===== config.mk =====
export PLATFORM = sky130hd
export DESIGN_NAME = split_n_flat
export DESIGN_NICKNAME = d
export VERILOG_FILES = /design/src/rtl/split_n_pkg.sv /design/src/rtl/split_n_if.sv /design/src/rtl/split_n_fifo.sv /design/src/rtl/split_n.sv /design/src/flat_wrapper.sv
export SDC_FILE = /design/constraint.sdc
export NUM_CORES = 1
export LEC_CHECK = 0
export BUFFER_PORTS_ARGS = -buffer_cell sky130_fd_sc_hd__buf_2
export CORE_ASPECT_RATIO = 1.2
export CORE_MARGIN = 2
export CORE_UTILIZATION = 30
export DETAILED_ROUTE_END_ITERATION = 10
export GPL_TIMING_DRIVEN = 0
export SYNTH_ARGS = -nofsm -noshare
export SYNTH_HDL_FRONTEND = slang
export SYNTH_HIERARCHICAL = 1
export SYNTH_SLANG_ARGS = --single-unit

===== constraint.sdc =====
create_clock -name clk -period 5.7 [get_ports clk]
set_input_delay 0.285 -clock clk [delete_from_list [all_inputs] [get_ports clk]]
set_output_delay 0.285 -clock clk [all_outputs]
set_load 0.02 [all_outputs]

===== src/rtl/split_n_pkg.sv =====
// Shared types, limits and helpers for the N-way split.
package split_pkg;

  localparam int unsigned MAX_NOUT  = 16;
  localparam int unsigned MAX_DEPTH = 8;
  localparam int unsigned CNT_W     = 4;

  // Occupancy count, wide enough for 0..MAX_DEPTH.
  typedef logic [CNT_W-1:0] cnt_t;

  // Select width: at least one bit even for a single-output split.
  function automatic int unsigned sel_w(input int unsigned n);
    return (n <= 2) ? 1 : $clog2(n);
  endfunction

endpackage


===== src/rtl/split_n_if.sv =====
// Join/split handshake bundle: L data channel, S select channel, NOUT outputs.
interface split_n_if
  import split_pkg::*;
#(
  parameter int unsigned WIDTH = 8,
  parameter int unsigned NOUT  = 4
) ();

  localparam int unsigned SELW = sel_w(NOUT);

  logic                  l_valid;
  logic [WIDTH-1:0]      l_data;
  logic                  l_ready;
  logic                  s_valid;
  logic [SELW-1:0]       s_sel;
  logic                  s_bcast;
  logic                  s_ready;
  logic [NOUT-1:0]       r_valid;
  logic [NOUT*WIDTH-1:0] r_data;
  logic [NOUT-1:0]       r_ready;

  // Producer/consumer side.
  modport master (
    output l_valid, l_data, s_valid, s_sel, s_bcast, r_ready,
    input  l_ready, s_ready, r_valid, r_data
  );

  // Split block side.
  modport slave (
    input  l_valid, l_data, s_valid, s_sel, s_bcast, r_ready,
    output l_ready, s_ready, r_valid, r_data
  );

endinterface


===== src/rtl/split_n_fifo.sv =====
// Per-output token FIFO; pointers wrap by compare-and-clear so DEPTH may be any value.
module split_fifo
  import split_pkg::*;
#(
  parameter int unsigned WIDTH = 8,
  parameter int unsigned DEPTH = 2
) (
  input  logic             clk,
  input  logic             rst_n,
  input  logic             push_i,
  input  logic [WIDTH-1:0] data_i,
  input  logic             pop_i,
  output cnt_t             count_o,
  output logic [WIDTH-1:0] head_o
);

  localparam int unsigned PTR_W = (DEPTH > 1) ? $clog2(DEPTH) : 1;

  logic [WIDTH-1:0] mem_q [DEPTH];
  logic [PTR_W-1:0] wptr_q, wptr_d;
  logic [PTR_W-1:0] rptr_q, rptr_d;
  cnt_t             count_q, count_d;
  logic             do_push, do_pop;

  function automatic logic [PTR_W-1:0] ptr_inc(input logic [PTR_W-1:0] p);
    return (p == PTR_W'(DEPTH - 1)) ? '0 : p + PTR_W'(1);
  endfunction

  // Push only into free space (no pass-through when full); pop only when non-empty.
  always_comb begin
    do_push = push_i && (count_q != CNT_W'(DEPTH));
    do_pop  = pop_i && (count_q != '0);
    wptr_d  = do_push ? ptr_inc(wptr_q) : wptr_q;
    rptr_d  = do_pop ? ptr_inc(rptr_q) : rptr_q;
    count_d = count_q + CNT_W'(do_push) - CNT_W'(do_pop);
  end

  // Pointer and occupancy state.
  always_ff @(posedge clk or negedge rst_n) begin
    if (!rst_n) begin
      wptr_q  <= '0;
      rptr_q  <= '0;
      count_q <= '0;
    end else begin
      wptr_q  <= wptr_d;
      rptr_q  <= rptr_d;
      count_q <= count_d;
    end
  end

  // Token storage, cleared on reset so the head reads zero.
  always_ff @(posedge clk or negedge rst_n) begin
    if (!rst_n) begin
      for (int i = 0; i < DEPTH; i++) mem_q[i] <= '0;
    end else if (do_push) begin
      mem_q[wptr_q] <= data_i;
    end
  end

  assign count_o = count_q;
  assign head_o  = mem_q[rptr_q];

endmodule


===== src/rtl/split_n.sv =====
// N-way split: joins an L data token with an S select token and routes it
// to one output FIFO, or to all of them in broadcast mode.
module split_n
  import split_pkg::*;
#(
  parameter int unsigned WIDTH = 8,
  parameter int unsigned NOUT  = 4,
  parameter int unsigned DEPTH = 2
) (
  input  logic     clk,
  input  logic     rst_n,
  split_n_if.slave bus,
  output logic     sel_err
);

  localparam int unsigned SELW = sel_w(NOUT);

  if (NOUT < 2 || NOUT > MAX_NOUT) begin : g_bad_nout
    $error("split_n: NOUT out of range");
  end
  if (DEPTH < 1 || DEPTH > MAX_DEPTH) begin : g_bad_depth
    $error("split_n: DEPTH out of range");
  end

  cnt_t             cnt  [NOUT];
  logic [WIDTH-1:0] head [NOUT];
  logic [NOUT-1:0]  full;
  logic [NOUT-1:0]  hit;
  logic [NOUT-1:0]  push;
  logic [NOUT-1:0]  pop;
  logic             in_range;
  logic             tgt_space;
  logic             space;
  logic             xfer_c;
  logic             oor_drop;
  logic             sel_err_q, sel_err_d;

  // Target decode, join readiness and one-hot push vector.
  always_comb begin
    hit       = '0;
    tgt_space = 1'b0;
    push      = '0;
    oor_drop  = 1'b0;
    for (int i = 0; i < NOUT; i++) begin
      if (bus.s_sel == SELW'(i)) begin
        hit[i]    = 1'b1;
        tgt_space = ~full[i];
      end
    end
    in_range = |hit;
    if (bus.s_bcast)   space = ~|full;
    else if (in_range) space = tgt_space;
    else               space = 1'b1;
    xfer_c = rst_n & bus.l_valid & bus.s_valid & space;
    if (xfer_c) begin
      if (bus.s_bcast)   push = '1;
      else if (in_range) push = hit;
      else               oor_drop = 1'b1;
    end
    sel_err_d = sel_err_q | oor_drop;
  end

  // Sticky out-of-range drop flag.
  always_ff @(posedge clk or negedge rst_n) begin
    if (!rst_n) sel_err_q <= 1'b0;
    else        sel_err_q <= sel_err_d;
  end

  for (genvar g = 0; g < NOUT; g++) begin : g_out
    split_fifo #(
      .WIDTH (WIDTH),
      .DEPTH (DEPTH)
    ) u_fifo (
      .clk     (clk),
      .rst_n   (rst_n),
      .push_i  (push[g]),
      .data_i  (bus.l_data),
      .pop_i   (pop[g]),
      .count_o (cnt[g]),
      .head_o  (head[g])
    );
    assign full[g]                      = (cnt[g] == CNT_W'(DEPTH));
    assign bus.r_valid[g]               = (cnt[g] != '0);
    assign pop[g]                       = bus.r_valid[g] & bus.r_ready[g];
    assign bus.r_data[g*WIDTH +: WIDTH] = head[g];
  end

  assign bus.l_ready = xfer_c;
  assign bus.s_ready = xfer_c;
  assign sel_err     = sel_err_q;

endmodule


===== src/flat_wrapper.sv =====
// flat-port wrapper written by rule: the top's interface ports become plain ports
module split_n_flat import split_pkg::*;
#(
  parameter int unsigned WIDTH = 8,
  parameter int unsigned NOUT  = 4,
  parameter int unsigned DEPTH = 2
)
  (clk, rst_n, sel_err, bus_l_valid, bus_l_data, bus_s_valid, bus_s_sel, bus_s_bcast, bus_r_ready, bus_l_ready, bus_s_ready, bus_r_valid, bus_r_data);
  split_n_if #(.WIDTH(WIDTH), .NOUT(NOUT)) bus_i ();
  input  logic clk;
  input  logic rst_n;
  output logic sel_err;
  input wire logic [$bits(bus_i.l_valid)-1:0] bus_l_valid;
  input wire logic [$bits(bus_i.l_data)-1:0] bus_l_data;
  input wire logic [$bits(bus_i.s_valid)-1:0] bus_s_valid;
  input wire logic [$bits(bus_i.s_sel)-1:0] bus_s_sel;
  input wire logic [$bits(bus_i.s_bcast)-1:0] bus_s_bcast;
  input wire logic [$bits(bus_i.r_ready)-1:0] bus_r_ready;
  output wire logic [$bits(bus_i.l_ready)-1:0] bus_l_ready;
  output wire logic [$bits(bus_i.s_ready)-1:0] bus_s_ready;
  output wire logic [$bits(bus_i.r_valid)-1:0] bus_r_valid;
  output wire logic [$bits(bus_i.r_data)-1:0] bus_r_data;
  assign bus_i.l_valid = bus_l_valid;
  assign bus_i.l_data = bus_l_data;
  assign bus_i.s_valid = bus_s_valid;
  assign bus_i.s_sel = bus_s_sel;
  assign bus_i.s_bcast = bus_s_bcast;
  assign bus_i.r_ready = bus_r_ready;
  assign bus_l_ready = bus_i.l_ready;
  assign bus_s_ready = bus_i.s_ready;
  assign bus_r_valid = bus_i.r_valid;
  assign bus_r_data = bus_i.r_data;
  split_n #(.WIDTH(WIDTH), .NOUT(NOUT), .DEPTH(DEPTH)) u_core (.clk(clk), .rst_n(rst_n), .bus(bus_i), .sel_err(sel_err));
endmodule

==> out/qor.txt <==
final hold vios - 0
status - completed
Final period util - 0.520
Cell Area, Synth - 4580 um^2
EDFF count, synth - 0
Worst R2R Setup Slack - 2920 ps
Setup Crit Path Kind - in2reg
RSZ-0062 raised after global routing - no
Initial Util - 0.306
max_cap viols - 0
HPWL Detailed - 6630 um
HP Class - in2reg
Post-synth ARST share - 1.00
syn_area_per_cell - 13.9 um^2
final wirelength - 9110 um
Final ANT Viol Nets - 0
num rows - 49
Seq cells post-synth - 89
Slew Limit Fails - 0
Root Buffer - clkbuf_16
routed vias/inst - 4.38
grt total ovfl - 0
Critical Path Sink Type - register
CTS H-Tree Depth - 3
fmax - 0.337 GHz
Syn Inst Count - 329
# DRC - 0
post-synth top area share - 0.486
Final nets - 442
dominant cell type by area after synthesis - dfrtp_1
Syn-to-layout area delta - 18.8%
vias in the first global route - 2925
Pre-antenna DRT Iters - 4
Buffers on Ports - 57
GRT Overall Usage - 0.121
first-pass GRT wire length - 15100 um
CP required - 5930 ps
Die Ht - 139 um
most frequent cells in the layout - dfrtp_1 (89), mux2_2 (64), buf_2 (60)
most used flip-flop cell after synthesis - dfrtp_1
Worst R2R Path Depth - 11
Final setup viols - 0
die area - 16300 um^2
via count - 2665
CP Max Fanout - 33
CTS tree - done
commonest non-fill, non-tap cell in the layout - dfrtp_1
share of layout cells above drive strength 1 - 0.495
Skew-Pair Late Insertion Delay - 340 ps
CP startpoint kind - input pin
post-CTS sizing - 0
hold depth - 2
I/O pin total - 58
Hold Path Origin - bus_l_data[2]
TritonCTS buffer count - 9
worst slew pin tran - 527 ps
hold endpoint - u_core/g_out[1].u_fifo/mem_q[2]
Slew headroom - 0.644
Power Density - 597 nW/um^2
clock-pin slew on the worst setup and hold paths - 60 ps
Initial DRC Count - 135
peak supply drop - 0.187 mV
sequential cell area fraction in the yosys report - 0.486
wire length per cell - 15.0 um
Synthesis Warnings - 6
Fillers - 1463
Tot Pwr - 3.25 mW
Critical Path AT - 3190 ps
minimum clock period - 2970 ps
gpl congestion - 0.734
Die X - 117 um
antenna diode count - 0
CTS Buffer Depth - 2
initial antenna violation count - 0
post-synthesis cell type count - 33
P_leak - 2.65 nW
core footprint - 15000 um^2
largest net degree at the start of global routing - 59
Clock Sink Count - 89
Reg2Reg Capture Point - u_core/g_out[1].u_fifo/count_o[2]
top cells by area, synth - dfrtp_1 (49%), mux2_2 (16%), mux2_4 (10%), ha_1 (5.5%), inv_1 (2.7%)
post-synthesis net count - 372
Setup TNS Final - 0 ps
reg-to-reg startpoint - u_core/g_out[3].u_fifo/count_o[1]
clock skew - 3.85 ps
[state kept, by name, summed over array words and instances, names as in the netlist]
signal / count
u_core/g_out.u_fifo/mem_q: 64
u_core/g_out.u_fifo/count_o: 16
u_core/g_out.u_fifo/rptr_q: 4
u_core/g_out.u_fifo/wptr_q: 4
u_core/sel_err: 1
[power by group]
group          internal (mW)  switching (mW)  leakage (nW)  total [mW]
Combinational          0.787           0.749          1.43        1.54
Sequential             0.959           0.202          1.08        1.16
Clock                  0.317           0.240         0.137       0.557
[what timing repair did]
item	CTS	global route
hold buffers	1	0
buffers inserted	0	0
hold endpoints to repair	31	0
[metrics by stage]
step	cell area (um^2)	std cells	utilization	setup slack [ps]	hold slack, ps
final	5450	608	0.364	2730	317
after global placement	5120	590	0.342	1650	434
after floorplan	4580	329	-	3040	-10.6
after global routing	5450	608	0.364	2480	336
after detailed placement	5150	591	0.344	2900	271
after CTS	5450	608	0.364	2720	318
[cells by family (layout without fill, tap and decap cells)]
family / count (synthesis) / in the layout / share of synthesized area
muxes: 96 / 96 / 0.262
DFF: 89 / 89 / 0.486
and+or+nand+nor: 45 / 45 / 0.0784
buffers and inverters: 43 / 118 / 0.0437
adders and majority gates: 24 / 24 / 0.0721
AOI/OAI and AO/OA: 16 / 16 / 0.0270
xor gates and xnor gates: 16 / 16 / 0.0306
[layer usage]
layer	vias to the layer above	wire (um)	GRT usage
li1	1270	-	-
met1	1332	4230	0.162
met2	50	4310	0.186
met3	13	401	0.0292
met4	0	170	0.0514
met5	-	0	0
[cell usage after synthesis (2+ instances only)]
library cell / n
a21o_1: 4
a21oi_1: 5
and2_1: 4
and3_4: 4
buf_2: 4
buf_6: 4
dfrtp_1: 89
fa_1: 4
ha_1: 20
inv_1: 33
mux2_2: 64
mux2_4: 32
nand2_1: 11
nand3_1: 4
nand3b_2: 4
nand3b_4: 4
nor2_1: 3
nor3_1: 2
nor4b_1: 2
o31a_2: 4
or4_1: 2
xnor2_1: 8
xor2_1: 8
[worst max-delay path by stage]
stage	from	end	slack (ps)	cells past startpoint
5_1_grt	rst_n	u_core/g_out[2].u_fifo/count_o[2]	2480	13
3_3_place_gp	rst_n	u_core/g_out[1].u_fifo/count_o[2]	1650	12
2_1_floorplan	u_core/g_out[3].u_fifo/count_o[1]	u_core/g_out[3].u_fifo/count_o[2]	3040	9
3_5_place_dp	u_core/g_out[3].u_fifo/count_o[1]	u_core/g_out[1].u_fifo/count_o[2]	2900	11
4_1_cts	rst_n	u_core/g_out[1].u_fifo/count_o[2]	2720	13
6_report	rst_n	u_core/g_out[1].u_fifo/count_o[2]	2730	13
[final cells by class]
| type | instances | area [um^2] | share of cell area |
|---|---|---|---|
| flip-flops and latches | 89 | 2230 | 0.409 |
| clock buffers | 11 | 253 | 0.0464 |
| clock inverters | 5 | 30.0 | 0.00551 |
| plain buffers | 10 | 76.3 | 0.0140 |
| inverters | 33 | 124 | 0.0227 |
| well taps | 204 | 255 | 0.0469 |
| repair buffers | 59 | 325 | 0.0597 |
| multi-input cells | 197 | 2150 | 0.396 |
[critical path, stage by stage]
cell and delay (ps):
dlygate4sd3_1 530, buf_4 400, nand3_1 190, nor2_1 200, nand4b_2 190, nand2_1 180, nand2_1 110, ha_1 290
inv_1 60, ha_1 150, inv_1 60, fa_1 380, xnor2_1 140
Power figures use the tool's default switching activity.
